**src/rtl/arb_grant_lock_mux.sv**
```systemverilog
// Consumer stage for an external priority arbiter: captures a one-hot grant, locks it
// for a whole packet and muxes the owner's valid/data/last onto one downstream port.
module arb_grant_lock_mux #(
  parameter int SIZE      = 4,
  parameter int DATA_W    = 8,
  parameter int MAX_BEATS = 16,
  parameter int CNT_W     = 16
) (
  input  logic                     clk,
  input  logic                     rst,
  input  logic [SIZE-1:0]          req_valid,
  input  logic [SIZE-1:0]          req_last,
  input  logic [SIZE*DATA_W-1:0]   req_data,
  output logic [SIZE-1:0]          req_ready,
  output logic [SIZE-1:0]          arb_req,
  input  logic [SIZE-1:0]          arb_gnt,
  output logic                     out_valid,
  output logic [DATA_W-1:0]        out_data,
  output logic                     out_last,
  output logic [$clog2(SIZE)-1:0]  out_src,
  input  logic                     out_ready,
  output logic                     busy,
  output logic                     gnt_err,
  output logic                     wdog_err,
  output logic [CNT_W-1:0]         grant_cnt
);

  localparam int SRC_W  = $clog2(SIZE);
  localparam int BEAT_W = $clog2(MAX_BEATS + 1);

  typedef enum logic {IDLE, LOCKED} state_e;

  state_e              state_q, state_d;
  logic [SIZE-1:0]     owner_q, owner_d;
  logic [BEAT_W-1:0]   beat_cnt_q, beat_cnt_d;
  logic [CNT_W-1:0]    grant_cnt_q, grant_cnt_d;
  logic                gnt_err_q, gnt_err_d;
  logic                wdog_err_q, wdog_err_d;

  logic [SRC_W-1:0]    owner_idx;
  logic                owner_valid, owner_last;
  logic [DATA_W-1:0]   owner_data;
  logic                locked, any_valid, gnt_ok, beat, beat_lim, wdog_hit;

  // Owner is held one-hot; decode index and select its lane in one pass.
  always_comb begin
    owner_idx   = '0;
    owner_valid = 1'b0;
    owner_last  = 1'b0;
    owner_data  = '0;
    for (int unsigned i = 0; i < SIZE; i++) begin
      if (owner_q[i]) begin
        owner_idx   = SRC_W'(i);
        owner_valid = req_valid[i];
        owner_last  = req_last[i];
        owner_data  = req_data[i*DATA_W +: DATA_W];
      end
    end
  end

  assign locked    = (state_q == LOCKED) && !rst;
  assign any_valid = |req_valid;
  assign gnt_ok    = $onehot(arb_gnt) && |(arb_gnt & req_valid);
  assign beat      = locked && owner_valid && out_ready;
  assign beat_lim  = (beat_cnt_q == BEAT_W'(MAX_BEATS - 1));
  assign wdog_hit  = beat && beat_lim && !owner_last;

  always_ff @(posedge clk) begin
    if (rst) begin
      state_q     <= IDLE;
      owner_q     <= '0;
      beat_cnt_q  <= '0;
      grant_cnt_q <= '0;
      gnt_err_q   <= 1'b0;
      wdog_err_q  <= 1'b0;
    end else begin
      state_q     <= state_d;
      owner_q     <= owner_d;
      beat_cnt_q  <= beat_cnt_d;
      grant_cnt_q <= grant_cnt_d;
      gnt_err_q   <= gnt_err_d;
      wdog_err_q  <= wdog_err_d;
    end
  end

  always_comb begin
    state_d     = state_q;
    owner_d     = owner_q;
    beat_cnt_d  = beat_cnt_q;
    grant_cnt_d = grant_cnt_q;
    gnt_err_d   = 1'b0;
    wdog_err_d  = 1'b0;
    case (state_q)
      IDLE: begin
        if (any_valid) begin
          if (gnt_ok) begin
            owner_d     = arb_gnt;
            beat_cnt_d  = '0;
            grant_cnt_d = grant_cnt_q + 1'b1;
            state_d     = LOCKED;
          end else begin
            gnt_err_d = 1'b1;
          end
        end
      end
      LOCKED: begin
        if (beat) begin
          beat_cnt_d = beat_cnt_q + 1'b1;
          if (owner_last) begin
            state_d = IDLE;
          end else if (beat_lim) begin
            wdog_err_d = 1'b1;
            state_d    = IDLE;
          end
        end
      end
      default: state_d = IDLE;
    endcase
  end

  always_comb begin
    req_ready = '0;
    out_valid = 1'b0;
    out_data  = '0;
    out_last  = 1'b0;
    out_src   = '0;
    arb_req   = (state_q == IDLE && !rst) ? req_valid : '0;
    if (locked) begin
      req_ready = owner_q & {SIZE{out_ready}};
      out_valid = owner_valid;
      out_data  = owner_data;
      out_last  = owner_last | wdog_hit;
      out_src   = owner_idx;
    end
  end

  assign busy      = locked;
  assign gnt_err   = gnt_err_q;
  assign wdog_err  = wdog_err_q;
  assign grant_cnt = grant_cnt_q;

endmodule
```
**config.mk**
```make
export PLATFORM = sky130hd
export DESIGN_NAME = arb_grant_lock_mux
export DESIGN_NICKNAME = d
export VERILOG_FILES = /design/src/rtl/arb_grant_lock_mux.sv
export SDC_FILE = /design/constraint.sdc
export NUM_CORES = 1
export LEC_CHECK = 0
export ABC_AREA = 1
export CAP_MARGIN = 20
export CORE_MARGIN = 2
export CORE_UTILIZATION = 46
export DETAILED_ROUTE_END_ITERATION = 8
export PLACE_DENSITY = 0.87
export SYNTH_ARGS = -nofsm -noshare
export SYNTH_HDL_FRONTEND = slang
export SYNTH_SLANG_ARGS = --single-unit
```
**constraint.sdc**
```tcl
create_clock -name clk -period 6.5 [get_ports clk]
set_input_delay 0.975 -clock clk [delete_from_list [all_inputs] [get_ports clk]]
set_output_delay 0.975 -clock clk [all_outputs]
set_load 0.005 [all_outputs]
```
==> summary.md, run 1 <==
| Metric | Value |
|---|---|
| H-tree Lvls | `1` |
| DRT Wirelength | `between 6 and 7 mm` |
| Worst min-delay path class | `reg -> reg` |
| Slew margin rel. | `0.495` |
| Final Critical Period | `4.47 ns` |
| Clk Latency, worst-skew pair | `roughly 0.28 ns` |
| Initial core utilization | `0.482` |
| CTS tree | `done` |
| Hold depth | `2` |
| # diodes | `0` |
| Clock share of power | `0.305` |
| Slowest CP cell | `clkdlybuf4s50_1` |
| Setup Fix Bufs, Post-CTS | `0` |
| Port Buffers | `between 80 and 90` |
| Num Clock Sinks | `28` |
| Pwr Density | `between 150 and 200 nW/um^2` |
| Max-cap viol count | `0` |
| Lkg Pwr | `about 1 nW` |
| Switching Fraction | `0.293` |
| Avg WL per Cell | `14.1 um` |
| # nets final | `430` |
| Resized Gates After CTS | `0` |
| Warnings, synthesis | `0` |
| Row count | `23` |
| Fraction of layout cells with a size suffix above 1 | `0.0452` |
| Via/cell ratio | `approximately 5.3` |
| Hold_sp | `beat_cnt_q[4]` |
| Ports | `86` |
| Antenna viol nets, final | `0` |
| Setup violators final | `0` |
| 1st-pass router iterations | `5` |
| Pint | `0.000320 W` |
| Global Route Usage Sum | `0.270` |
| Global-route wire length before repair | `~9.7 mm` |
| Clock buffer depth | `2` |
| DR iter-0 viols | `approximately 160` |
| Crit path cell chain | `clkdlybuf4s50_1 -> nor2_2 -> nand2_1 -> nor2_4 -> nand3_4 -> nor2_1 -> o21a_1 -> clkdlybuf4s50_1` |
| Commonest non-fill, non-tap cell in the layout | `clkdlybuf4s50_1` |
| Combinational share of power | `0.282` |
| Worst vdd ir | `0.141 mV` |
| CP endpoint kind | `output pin` |
| Commonest cells after routing, fill and taps aside | `85 x clkdlybuf4s50_1, 77 x nand2_1, 34 x a21oi_1` |
| Period utilization | `0.687` |
| Clock Tree Root | `clkbuf_8` |
| Endpoint, Worst Hold | `beat_cnt_q[4]` |
| Slowest stage delay, CP | `a little under 0.8 ns` |
| Initial antenna violation count | `0` |
| Total vias in the final route | `between 2,000 and 2,500` |
| # fillers | `351` |
| Post-cts hold buffer count | `0` |
| Largest net degree at the start of global routing | `33` |
| Psw | `between 0.0001 and 0.00015 W` |
| Clock skew | `~0.0033 ns` |
| Worst path arrival time | `3.49 ns` |
| Setup TNS | `0 ns` |
| Seq pwr share | `0.413` |
| Num CTS Buffers | `3` |
| Number of global-route vias before repair | `about 2,100` |
| Reg2reg start | `owner_q[3]` |
| Worst r2r path cells | `6` |
| Tot Pwr | `approximately 0.00045 W` |
| Worst-Margin Slew | `between 0.7 and 0.8 ns` |
| Die outline width | `69.0 um` |
| Fmax | `approximately 220 MHz` |
| Cell variety after synth | `31` |
| CP Data Required Time | `approximately 5.5 ns` |
| Worst-path clk slew | `~0.090 ns` |
| RSZ-0062 raised after global routing | `no` |
| Reg2reg setup slack | `approximately 4.7 ns` |
| CP max FO | `20` |
| Post-Synthesis Cells | `approximately 300` |
| Hpwl dp | `between 4 and 5 mm` |
| Crit Path Class | `in -> out` |
| #FFs+latches synth | `28` |
| Avg Synthesized Cell Area | `between 6 and 7 sq um` |
| DIE HEIGHT | `69.0 um` |
| Routability cong. | `0.891` |
| Syn Nets | `350` |
| Mapped cell area | `~2000 sq um` |
| Synth-to-Final Area Change | `47.7%` |
| CP Launch Type | `input pin` |
| GRT overflow | `0` |
| Full die area | `~4800 sq um` |
| Status | `complete, no violations` |
| Max Transition Viols Final | `0` |
| DRC | `0` |
| Most frequent CP cell | `clkdlybuf4s50_1` |
| Final hold vios | `0` |
| Core ar. | `4030 sq um` |
| Sequential area share after synthesis | `0.289` |
| Worst R2R End | `beat_cnt_q[3]` |
-- registers in the layout, summed over array words and instances (netlist names) --
name and cells:
grant_cnt 16, beat_cnt_q 5, owner_q 4, gnt_err 1
state_q 1, wdog_err 1
-- logic make-up (layout without fill, tap and decap cells) --
| logic type | count (synthesis) | after routing | share of synthesized area |
|---|---|---|---|
| AOI/OAI and AO/OA | 60 | 60 | 0.182 |
| xor gates and xnor gates | 7 | 7 | 0.0316 |
| adders and majority gates | 6 | 6 | 0.0425 |
| buffers and inverters | 44 | 123 | 0.0960 |
| DFF | 28 | 28 | 0.289 |
| and+or+nand+nor | 152 | 152 | 0.359 |
-- per-stage QoR --
step,util,std cells,hold slack (ns),instance area [sq um],setup WS [ns]
after CTS,0.712,426,0.505,2870,2.07
after global placement,0.694,422,0.467,2800,2.05
after detailed placement,0.694,422,0.489,2800,2.05
final,0.712,426,0.497,2870,2.03
after floorplan,-,297,0.450,1940,3.59
after global routing,0.712,426,0.532,2870,1.84
-- how the worst max path moves through the flow --
stage | start | to | slack, ns
2_1_floorplan | arb_gnt[0] | grant_cnt[3] | 3.59
3_3_place_gp | rst | out_last | 2.05
3_5_place_dp | rst | out_last | 2.05
4_1_cts | rst | out_last | 2.07
5_1_grt | rst | out_last | 1.84
6_report | rst | out_last | 2.03
-- synth_stat cells, drive strengths merged --
library cell / instances / share of area
a21oi: 34 / 0.088
a22oi: 8 / 0.031
and2: 1 / 0.0032
buf: 7 / 0.024
clkbuf: 3 / 0.0058
dfxtp: 28 / 0.29
fa: 1 / 0.010
ha: 5 / 0.032
inv: 34 / 0.066
nand2: 79 / 0.16
nand3: 18 / 0.059
nand4: 6 / 0.019
nor2: 37 / 0.083
nor3: 6 / 0.015
nor3b: 3 / 0.014
nor4: 1 / 0.0032
o21a: 1 / 0.0039
o21ai: 8 / 0.021
o221ai: 8 / 0.036
o22ai: 1 / 0.0032
or2: 1 / 0.0032
xnor2: 2 / 0.0090
xor2: 5 / 0.023
-- layer usage --
layer	routed length [um]	GRT usage
met5	0	0
met3	292	0.0455
met1	2490	0.326
met4	225	0.120
met2	2990	0.466
-- worst max-delay path: cells and delay by family --
kind            cells  cell delay, ns
compound gates      1            0.11
buf+inv             2            1.29
simple gates        5            1.11
-- cell type report --
| class | instances | area [sq um] | area share |
|---|---|---|---|
| clock buffers | 3 | 41.3 | 0.0144 |
| clock inverters | 1 | 30.0 | 0.0105 |
| inverters | 34 | 128 | 0.0445 |
| multi-input cells | 225 | 1190 | 0.417 |
| flip-flops and latches | 28 | 561 | 0.195 |
| well taps | 50 | 62.6 | 0.0218 |
| repair buffers | 85 | 851 | 0.297 |
-- power groups by stage --
stage          registers [W]  clock network, W   logic, W
6_report            0.000187          0.000138   0.000127
5_1_grt             0.000188          0.000148   0.000141
4_1_cts             0.000187          0.000141   0.000128
3_5_place_dp        0.000191                 0   0.000128
3_3_place_gp        0.000191                 0   0.000126
2_1_floorplan       0.000188                 0  0.0000750
No activity file was read; power rests on OpenSTA's default activity.
==> run 2: changes to the inputs <==
--- a/config.mk
+++ b/config.mk
@@ -8,9 +8,9 @@
 export ABC_AREA = 1
 export CAP_MARGIN = 20
 export CORE_MARGIN = 2
-export CORE_UTILIZATION = 46
+export CORE_UTILIZATION = 42
 export DETAILED_ROUTE_END_ITERATION = 8
-export PLACE_DENSITY = 0.87
+export PLACE_DENSITY = 0.8
 export SYNTH_ARGS = -nofsm -noshare
 export SYNTH_HDL_FRONTEND = slang
 export SYNTH_SLANG_ARGS = --single-unit
==> constraint.sdc (replaced) <==
create_clock -name clk -period 4.5 [get_ports clk]
set_input_delay 0.675 -clock clk [delete_from_list [all_inputs] [get_ports clk]]
set_output_delay 0.675 -clock clk [all_outputs]
set_load 0.005 [all_outputs]
==> run 2 against run 1 <==
Critical path depth increased by 1. Clock skew increased by 0.0039 ns. Count of clock-buffer cells in the layout unchanged. Hold slack got worse by 0.0058 ns. Design area increased by 0.35%. Via count decreased by 0.70%. Die area increased by 9.0%. Clock power increased by 43%. Largest power group unchanged.
==> summary.md, run 2 (synthesis results as in run 1) <==
| Metric | Value |
|---|---|
| Lkg Pwr | `approximately 1 nW` |
| Resized Gates After CTS | `0` |
| Fmax | `282 MHz` |
| Most frequent CP cell | `clkdlybuf4s50_1` |
| Clock skew | `between 0.007 and 0.008 ns` |
| Worst min-delay path class | `reg -> reg` |
| Total vias in the final route | `~2,300` |
| # fillers | `between 300 and 400` |
| Initial core utilization | `0.440` |
| RSZ-0062 raised after global routing | `no` |
| Multi-input logic area | `approximately 1200 sq um` |
| Crit path cell chain | `clkdlybuf4s50_1 -> buf_4 -> nor2_2 -> nand2_1 -> nor2_4 -> nand3_4 -> nor2_1 -> o21a_1 -> clkdlybuf4s50_1` |
| Pwr Density | `228 nW/um^2` |
| Placed Cells | `approximately 430` |
| Worst path arrival time | `between 2 and 3 ns` |
| Worst-path clk slew | `about 0.090 ns` |
| DRT Wirelength | `5.87 mm` |
| DRC | `0` |
| Max Transition Viols Final | `0` |
| Worst vdd ir | `about 0.19 mV` |
| Num Clock Sinks | `28` |
| Finished Layout Cells | `approximately 430` |
| CTS tree | `done` |
| Slowest CP cell | `clkdlybuf4s50_1` |
| Commonest cells after routing, fill and taps aside | `85 x clkdlybuf4s50_1, 77 x nand2_1, 34 x a21oi_1` |
| H-tree Lvls | `1` |
| Tot Pwr | `0.000657 W` |
| Hpwl dp | `4.46 mm` |
| Avg WL per Cell | `roughly 14 um` |
| Setup TNS | `0 ns` |
| Initial antenna violation count | `0` |
| Ports | `86` |
| Crit path max-delay family | `buffers and inverters` |
| Slowest stage delay, CP | `approximately 0.5 ns` |
| Final hold vios | `0` |
| CP endpoint kind | `output pin` |
| CP max FO | `20` |
| Num CTS Buffers | `3` |
| Max-cap viol count | `0` |
| DR iter-0 viols | `102` |
| Seq. cell area | `~560 sq um` |
| Number of global-route vias before repair | `around 2,000` |
| Hold WS | `a little under 0.5 ns` |
| GRT overflow | `0` |
| Clock buffer depth | `2` |
| # nets final | `around 430` |
| Clock Tree Root | `clkbuf_8` |
| # diodes | `0` |
| DP Area | `approximately 2800 sq um` |
| DIE HEIGHT | `around 72 um` |
| Crit Path Class | `in -> out` |
| Port Buffers | `85` |
| Final Critical Period | `~3.5 ns` |
| Number of flip-flops under the largest register name | `16` |
| Fraction of layout cells with a size suffix above 1 | `0.0477` |
| Status | `complete, no violations` |
| Slew margin rel. | `0.431` |
| Setup Fix Bufs, Post-CTS | `0` |
| Antenna viol nets, final | `0` |
| Global-route wire length before repair | `around 9.6 mm` |
| CP Data Required Time | `3.83 ns` |
| Period utilization | `0.788` |
| WP buf/inv | `3` |
| Row count | `24` |
| Post-route cell area | `approximately 2900 sq um` |
| CP Launch Type | `input pin` |
| Commonest non-fill, non-tap cell in the layout | `clkdlybuf4s50_1` |
| Clk Latency, worst-skew pair | `~0.27 ns` |
| Worst-Margin Slew | `~0.85 ns` |
| Largest net degree at the start of global routing | `33` |
| Routability cong. | `slightly above 0.8` |
| 1st-pass router iterations | `5` |
| Synth-to-Final Area Change | `48.2%` |
| Via/cell ratio | `around 5.3` |
| Setup violators final | `0` |
| Core ar. | `~4400 sq um` |
| Die outline width | `roughly 72 um` |
| Global Route Usage Sum | `0.228` |
| Post-cts hold buffer count | `0` |
| Full die area | `just over 5000 sq um` |
-- run 2: final cells by class --
type,instances,area share
clock buffers,3,0.0143
multi-input cells,225,0.415
clock inverters,1,0.0104
flip-flops and latches,28,0.195
well taps,52,0.0226
inverters,34,0.0443
repair buffers,86,0.298
-- run 2: where the power goes --
group / switching, W / total [W] / internal [W]
sequential: 0.0000128 / 0.000270 / 0.000257
combinational: 0.000102 / 0.000188 / 0.0000860
clock: 0.0000793 / 0.000198 / 0.000119
total: 0.000194 / 0.000657 / 0.000463
-- run 2: routing by layer --
layer,GRT usage,share of wire
met1,0.312,0.46
met2,0.380,0.48
met3,0.0264,0.044
met4,0.0629,0.020
met5,0,0
-- run 2: metrics by stage --
stage,setup slack (ns),utilization
floorplan,1.89,-
global placement,1.01,0.636
detailed placement,0.956,0.636
CTS,0.958,0.652
global route,0.803,0.652
finish,0.956,0.652
-- run 2: path summary, 6_finish.rpt --
check	cells after the start	to	slack (ns)	from
min	1	beat_cnt_q[0]	0.49	beat_cnt_q[0]
max	9	out_last	0.96	rst
max reg2reg	6	beat_cnt_q[2]	2.59	owner_q[3]
min reg2reg	1	beat_cnt_q[0]	0.49	beat_cnt_q[0]
